[config.mk]
export PLATFORM = sky130hd
export DESIGN_NAME = wb_master_arbiter
export DESIGN_NICKNAME = d
export VERILOG_FILES = /design/src/rtl/wb_arb_pkg.sv /design/src/rtl/wb_arb_rr_pick.sv /design/src/rtl/wb_master_arbiter.sv
export SDC_FILE = /design/constraint.sdc
export NUM_CORES = 1
export LEC_CHECK = 0
export ABC_CLOCK_PERIOD_IN_PS = 2100
export CAP_MARGIN = 40
export CORE_MARGIN = 10
export CORE_UTILIZATION = 24
export CTS_BUF_LIST = sky130_fd_sc_hd__clkbuf_16
export DETAILED_ROUTE_END_ITERATION = 6
export GPL_TIMING_DRIVEN = 0
export PLACE_DENSITY = 0.86
export SLEW_MARGIN = 40
export SYNTH_ARGS = -nofsm -noshare
export SYNTH_HDL_FRONTEND = slang
export SYNTH_SLANG_ARGS = --single-unit
[constraint.sdc]
create_clock -name clk -period 2.1 [get_ports clk]
set_clock_uncertainty 0.15 [all_clocks]
set_input_delay 0.315 -clock clk [delete_from_list [all_inputs] [get_ports clk]]
set_output_delay 0.315 -clock clk [all_outputs]
set_load 0.02 [all_outputs]
[src/rtl/wb_arb_pkg.sv]
// Shared definitions for the two-master Wishbone arbiter: FSM state encoding,
// one-hot grant encodings and the state-to-grant decode.
package wb_arb_pkg;

    // State values are chosen so that the grant one-hot equals the state code
    typedef enum logic [1:0] {
        ST_IDLE = 2'd0,
        ST_GNT0 = 2'd1,
        ST_GNT1 = 2'd2
    } arb_state_t;

    localparam logic [1:0] GNT_NONE = 2'b00;
    localparam logic [1:0] GNT_M0   = 2'b01;
    localparam logic [1:0] GNT_M1   = 2'b10;

    function automatic logic [1:0] state_to_gnt(input arb_state_t s);
        case (s)
            ST_GNT0: return GNT_M0;
            ST_GNT1: return GNT_M1;
            default: return GNT_NONE;
        endcase
    endfunction

endpackage

[src/rtl/wb_arb_rr_pick.sv]
// Round-robin pick between two requesters: a lone requester wins, on contention
// the requester that did not win last time is picked. Result is one-hot.
module wb_arb_rr_pick
    import wb_arb_pkg::*;
(
    input  logic [1:0] req,
    input  logic       last,
    output logic [1:0] pick
);

    // Select the winner from the request vector and the last-winner flag
    always_comb begin
        // NOTE: every combinational output gets a default first so no path leaves it unassigned (no latch).
        pick = GNT_NONE;
        case (req)
            2'b01:   pick = GNT_M0;
            2'b10:   pick = GNT_M1;
            2'b11:   pick = last ? GNT_M0 : GNT_M1;
            default: pick = GNT_NONE;
        endcase
    end

endmodule

[src/rtl/wb_master_arbiter.sv]
// Two-master round-robin Wishbone arbiter in front of the address decoder.
// Master 0 is the SPI-slave bridge, master 1 the on-FPGA sequencer/soft core.
// The granted master owns the bus for its whole cyc; one idle cycle separates grants.
// Optional stall watchdog: define WB_ARB_TIMEOUT_EN.
module wb_master_arbiter
    import wb_arb_pkg::*;
#(
    parameter int ADDR_W         = 8,
    parameter int DATA_W         = 8,
    parameter int TIMEOUT_CYCLES = 255
) (
    input  logic              clk,
    input  logic              rst_n,
    input  logic [ADDR_W-1:0] m0_adr_i,
    input  logic [DATA_W-1:0] m0_dat_i,
    output logic [DATA_W-1:0] m0_dat_o,
    input  logic              m0_we_i,
    input  logic              m0_cyc_i,
    input  logic              m0_stb_i,
    output logic              m0_ack_o,
    output logic              m0_err_o,
    input  logic [ADDR_W-1:0] m1_adr_i,
    input  logic [DATA_W-1:0] m1_dat_i,
    output logic [DATA_W-1:0] m1_dat_o,
    input  logic              m1_we_i,
    input  logic              m1_cyc_i,
    input  logic              m1_stb_i,
    output logic              m1_ack_o,
    output logic              m1_err_o,
    output logic [ADDR_W-1:0] s_adr_o,
    output logic [DATA_W-1:0] s_dat_o,
    input  logic [DATA_W-1:0] s_dat_i,
    output logic              s_we_o,
    output logic              s_cyc_o,
    output logic              s_stb_o,
    input  logic              s_ack_i,
    output logic [1:0]        gnt_o
);

    if (TIMEOUT_CYCLES < 2 || TIMEOUT_CYCLES > 65535) begin : g_bad_timeout
        $error("wb_master_arbiter: TIMEOUT_CYCLES out of range 2..65535");
    end

    arb_state_t state, state_d;
    logic       last, last_d;   // index of the master granted most recently
    logic [1:0] pick;
    logic       timeout;

    wb_arb_rr_pick u_pick (
        .req  ({m1_cyc_i, m0_cyc_i}),
        .last (last),
        .pick (pick)
    );

`ifdef WB_ARB_TIMEOUT_EN
    localparam logic [15:0] TIMEOUT_LIMIT = 16'(TIMEOUT_CYCLES);
    logic [15:0] stall_cnt;

    // Count consecutive stalled strobe cycles of the granted master
    always_ff @(posedge clk or negedge rst_n) begin
        if (!rst_n)                   stall_cnt <= '0;
        else if (s_stb_o && !s_ack_i) stall_cnt <= stall_cnt + 16'd1;
        else                          stall_cnt <= '0;
    end

    // s_stb_o is forced low in the timeout cycle, which also clears the counter
    assign timeout = (state != ST_IDLE) && (stall_cnt == TIMEOUT_LIMIT);
`else
    assign timeout = 1'b0;
`endif

    // State and last-winner registers
    always_ff @(posedge clk or negedge rst_n) begin
        if (!rst_n) begin
            state <= ST_IDLE;
            last  <= 1'b1;
        end else begin
            // NOTE: sequential state uses non-blocking assignments so all flops update from pre-edge values.
            state <= state_d;
            last  <= last_d;
        end
    end

    assign gnt_o = state_to_gnt(state);

    // Next-state decision and bus/master muxing from the current grant
    always_comb begin
        state_d  = state;
        last_d   = last;
        s_adr_o  = '0;
        s_dat_o  = '0;
        s_we_o   = 1'b0;
        s_cyc_o  = 1'b0;
        s_stb_o  = 1'b0;
        m0_dat_o = '0;
        m0_ack_o = 1'b0;
        m0_err_o = 1'b0;
        m1_dat_o = '0;
        m1_ack_o = 1'b0;
        m1_err_o = 1'b0;
        case (state)
            ST_IDLE: begin
                if (pick == GNT_M0) begin
                    state_d = ST_GNT0;
                    last_d  = 1'b0;
                end else if (pick == GNT_M1) begin
                    state_d = ST_GNT1;
                    last_d  = 1'b1;
                end
            end
            ST_GNT0: begin
                s_adr_o  = m0_adr_i;
                s_dat_o  = m0_dat_i;
                s_we_o   = m0_we_i;
                s_cyc_o  = m0_cyc_i & ~timeout;
                s_stb_o  = m0_stb_i & ~timeout;
                m0_ack_o = s_ack_i & m0_stb_i & ~timeout;
                m0_dat_o = s_dat_i;
                m0_err_o = timeout;
                if (timeout) begin
                    state_d = ST_IDLE;
                    last_d  = 1'b0;
                end else if (!m0_cyc_i) begin
                    state_d = ST_IDLE;
                end
            end
            ST_GNT1: begin
                s_adr_o  = m1_adr_i;
                s_dat_o  = m1_dat_i;
                s_we_o   = m1_we_i;
                s_cyc_o  = m1_cyc_i & ~timeout;
                s_stb_o  = m1_stb_i & ~timeout;
                m1_ack_o = s_ack_i & m1_stb_i & ~timeout;
                m1_dat_o = s_dat_i;
                m1_err_o = timeout;
                if (timeout) begin
                    state_d = ST_IDLE;
                    last_d  = 1'b1;
                end else if (!m1_cyc_i) begin
                    state_d = ST_IDLE;
                end
            end
            default: state_d = ST_IDLE;
        endcase
    end

endmodule

# After elaboration in Yosys (flattened, before gate mapping)
# Index checks and enable logic that the tools add are counted.
# classes
eq_ne	10
muxes	19
bitwise_logic	2
n_reduce_logical	4
# ops
op	count
case mux 8 bit (2 select lines)	2
two-way mux 8 bit	2
case mux 2 bit (3 select lines)	2
two-way mux 2 bit	5
equality test 2 bit, second input constant	4
equality test 2 x 1 -> 1 bit, second input constant	3
case mux 1 bit (2 select lines)	3
two-way mux 1 bit	4
inequality test 2 bit, second input constant	2
case mux 2 bit (2 select lines)	1
inequality test 3 bit, second input constant	1
AND reduction 3 bit	1
bitwise AND 1 bit	2
zero test 2 bit	1
AND reduction 2 bit	1
nonzero test 2 bit	1
# totals
reg_bits	3
word_cells	37

# Longest topological paths before layout
# depth
depth_word	6
mapped_depth	6
ltp_nobuf	5

# By module
# From an unflattened synthesis, not the netlist that was laid out.
# hier_totals
cells_unflattened	92
area_unflattened_um2	678.2
# modules_own_cells
mod	n_inst	cells_per_inst	area_each_um2	seq_area_each_um2
wb_master_arbiter	1	89	659.4	76.3
wb_arb_rr_pick	1	3	18.8	0.0

# Worst setup path after synthesis
# OpenSTA, ideal clock, no wires.
# synth_path
path_type	register to output
from	register state[0]
to	output port s_dat_o[2]
arrival_time_ns	1.584
required_time_ns	1.635
slack_ns	0.051
path_stages_with_launch	7
n_path_buf	2
path_cell_list	dfrtp_1 > inv_1 > ha_1 > buf_2 > buf_2 > a22oi_1 > nor2b_1
# synth_between
elab_chain_cells	2
# synth_lines
item	line	source
from (decl)	wb_master_arbiter.sv:44	arb_state_t state, state_d;
from (signal assigned)	wb_master_arbiter.sv:79	state <= state_d;
equality test 2 bit or equality test 2 x 1 -> 1 bit (tied branches)	wb_master_arbiter.sv:101	case (state)
case mux 8 bit (2 select lines) *	wb_master_arbiter.sv:101	
to (decl)	wb_master_arbiter.sv:31	output logic [DATA_W-1:0] s_dat_o,
# Every way passes the cells marked *; elsewhere a longest branch is shown, timed or not.

# Worst setup path after layout
# layout_path
from	register state[1]
to	output port s_adr_o[2]
# layout_between
elab_chain_cells	2
# layout_lines
item	line	source
equality test 2 bit or equality test 2 x 1 -> 1 bit (tied branches)	wb_master_arbiter.sv:101	
case mux 8 bit (2 select lines) *	wb_master_arbiter.sv:101	
to (decl)	wb_master_arbiter.sv:30	output logic [ADDR_W-1:0] s_adr_o,
# Marked as above.

==> impl_metrics.toml <==
[outcome]
outcome = "completed"

[power_and_ir_drop]
p_leak_uw = 0.000762
vdd_ir_drop_max_mv = 1.26
p_per_area_nw_per_um2 = 1140

[clock_network]
cts_sinks = 3
cts_tree = "done"
clock_tree.buffer_depth = 2
clockRootBuffer = "clkbuf_16"
htreeDepth = 1
cts_made_buffers = 3
path_clk_slew_ps = 30
clkLatencyLatePin_ps = 220
cts_hold_buf = 0

[drt]
drt_iter0_markers = 53
via_per_inst = 4.64
wirelength_um = 3640
avgRoutedWirePerCell_um = 17.1
ant_nets = 0
vias = 989
drc_errors = 0
drtPass1Iterations = 3

[synthesis]
synth_area_leaders = "a22oi_1 (21%), and2_1 (17%), nor2b_1 (17%)"
syn_area_um2 = 648
avgSynthCellArea_um2 = 7.72
synth_seq_cells = 3
async_flop_share = 1.00
synth_top_area_cell = "a22oi_1"
synth_cells = 84
ys_seq_area_frac = 0.118
synth.distinct_cells = 20
synth_edf_count = 0
synth_common_cells = "a22oi_1 (18), and2_1 (18), nor2b_1 (18)"
synth_top_area_share = 0.208
yosys_warnings = 0
synth_flop_cell = "dfrtp_1"

[critical_path]
cp.arrival_ps = 1610
end_kind = "output pin"
path_max_fanout = 9
path_class = "flop to output pin"
cp-start-kind = "flop"
required_ps = 1630

[final_layout]
drive_gt1_frac = 0.317
syn2layout_area_growth_pct = 157
final_nets = 238
diodes = 0
utilization = 0.659
fin_cells = 213
fill_cells = 233
regArea_um2 = 77.6
multi_input_area_um2 = 553

[place]
preCtsSetupSlack_ps = -470
numPortBuffers = 87
dp_hpwl_um = 3000
dp.cells = 202
gp_congestion = 0.723

[floorplanning]
die_w_um = 72.0
ioPinCount = 90
core_um2 = 2520
die-height_um = 72.0
start_util = 0.257
die_area_um2 = 5180
rows = 18

[worst_hold_path]
min_path_type = "input port to async pin"

[global_routing]
antenna_found_initial = 0
grt-ovfl-total = 0
grt_pass1_wl_um = 5310
grt.total_usage = 0.126
grt_max_degree = 11
grt_pass1_vias = 1001

[timing]
fmax_mhz = 482
setup_violations = 0
timing.final.ws_setup_ps = 24.0
min_period_over_period = 0.989
finalHoldViolCount = 0
slew_viol_final = 0
period_needed_ps = 2080
rsz0062_at_grt = "yes"

[job]
cap_viol_max_count = 0
## sequential cells by signal, indices dropped and copies added (netlist names)
signal,count
last,1
state,2
## stage by stage
| stage | hold WS [ps] | instance area, µm² | setup TNS, ps | power, µW |
|---|---|---|---|---|
| floorplan | -131 | 652 | 0 | 905 |
| global placement | 349 | 1560 | -8180 | 1480 |
| detailed placement | 355 | 1560 | -9930 | 1510 |
| CTS | 122 | 1600 | 0 | 1840 |
| global route | 125 | 1660 | -127 | 2050 |
| finish | 123 | 1660 | 0 | 1900 |
## cells in the final DEF, fill, tap and decap left out
cell and n:
clkdlybuf4s50_1 50, nor2b_1 18, and2_1 18, buf_4 17, buf_2 17, a22oi_1 16, dlygate4sd2_1 8, clkdlybuf4s15_2 4
clkbuf_16 3, buf_6 2, buf_8 2, a22oi_2 2, and3_1 2, inv_1 2, a21oi_1 2, ha_4 2
ha_1 2, conb_1 2, inv_2 1, clkbuf_4 1, clkbuf_8 1, inv_4 1, a22o_4 1, o32ai_2 1
a22o_1 1, a31oi_1 1, o211ai_1 1, o22ai_1 1, ha_2 1, dfstp_2 1, dfrtp_1 1, dfrtp_2 1
## final timing paths
check,from,to,slack (ps),cells after the start
setup / recovery,state[1],s_adr_o[2],20,7
hold / removal,rst_n,state[1],120,1
setup reg to reg,state[1],state[1],400,6
hold reg to reg,last,last,390,2
max in group asynchronous,rst_n,last,1460,1
min in group clk,last,last,390,2
## layout make-up
| cell class | count | area share |
|---|---|---|
| Timing Repair Buffer | 94 | 0.489 |
| Multi-Input combinational cell | 71 | 0.333 |
| Buffer | 8 | 0.0534 |
| Sequential cell | 3 | 0.0467 |
| Clock buffer | 3 | 0.0451 |
| Tap cell | 30 | 0.0226 |
| Inverter | 3 | 0.00828 |
| Clock inverter | 1 | 0.00226 |
## power breakdown
part	total [µW]	switching (µW)	internal, µW
logic	1480	735	746
registers	122	28.8	92.8
clock network	298	52.7	246
total	1900	816	1080
## cells by family (layout without fill, tap and decap cells)
kind of cell	Yosys count	after routing	synth area share
other	1	2	0.00579
AO/OA/AOI/OAI	26	26	0.320
AND/OR/NAND/NOR	38	38	0.367
flip-flops	3	3	0.118
buffers and inverters	11	109	0.0927
adder cells (fa/ha/maj)	5	5	0.0965
## per-layer routing
layer | share of wire | GRT usage | up-vias
met3 | 0.065 | 0.0313 | 4
met2 | 0.54 | 0.239 | 44
met4 | 0.0058 | 0.0258 | 0
li1 | - | - | 491
met1 | 0.38 | 0.135 | 450
met5 | 0 | 0 | -
## critical path, cell delays in order, from the launching register on
cell and delay, ps:
dfrtp_2 400, inv_4 60, ha_1 190, buf_6 150, buf_4 130, a22oi_1 190
nor2b_1 80, buf_2 170
## timing repair
action,CTS,global route
gates cloned,0,1
endpoints found under the setup margin,37,18
buffers inserted,2,4
gates resized for setup,140,13
Note: power is estimated with default switching activity, not from simulation.
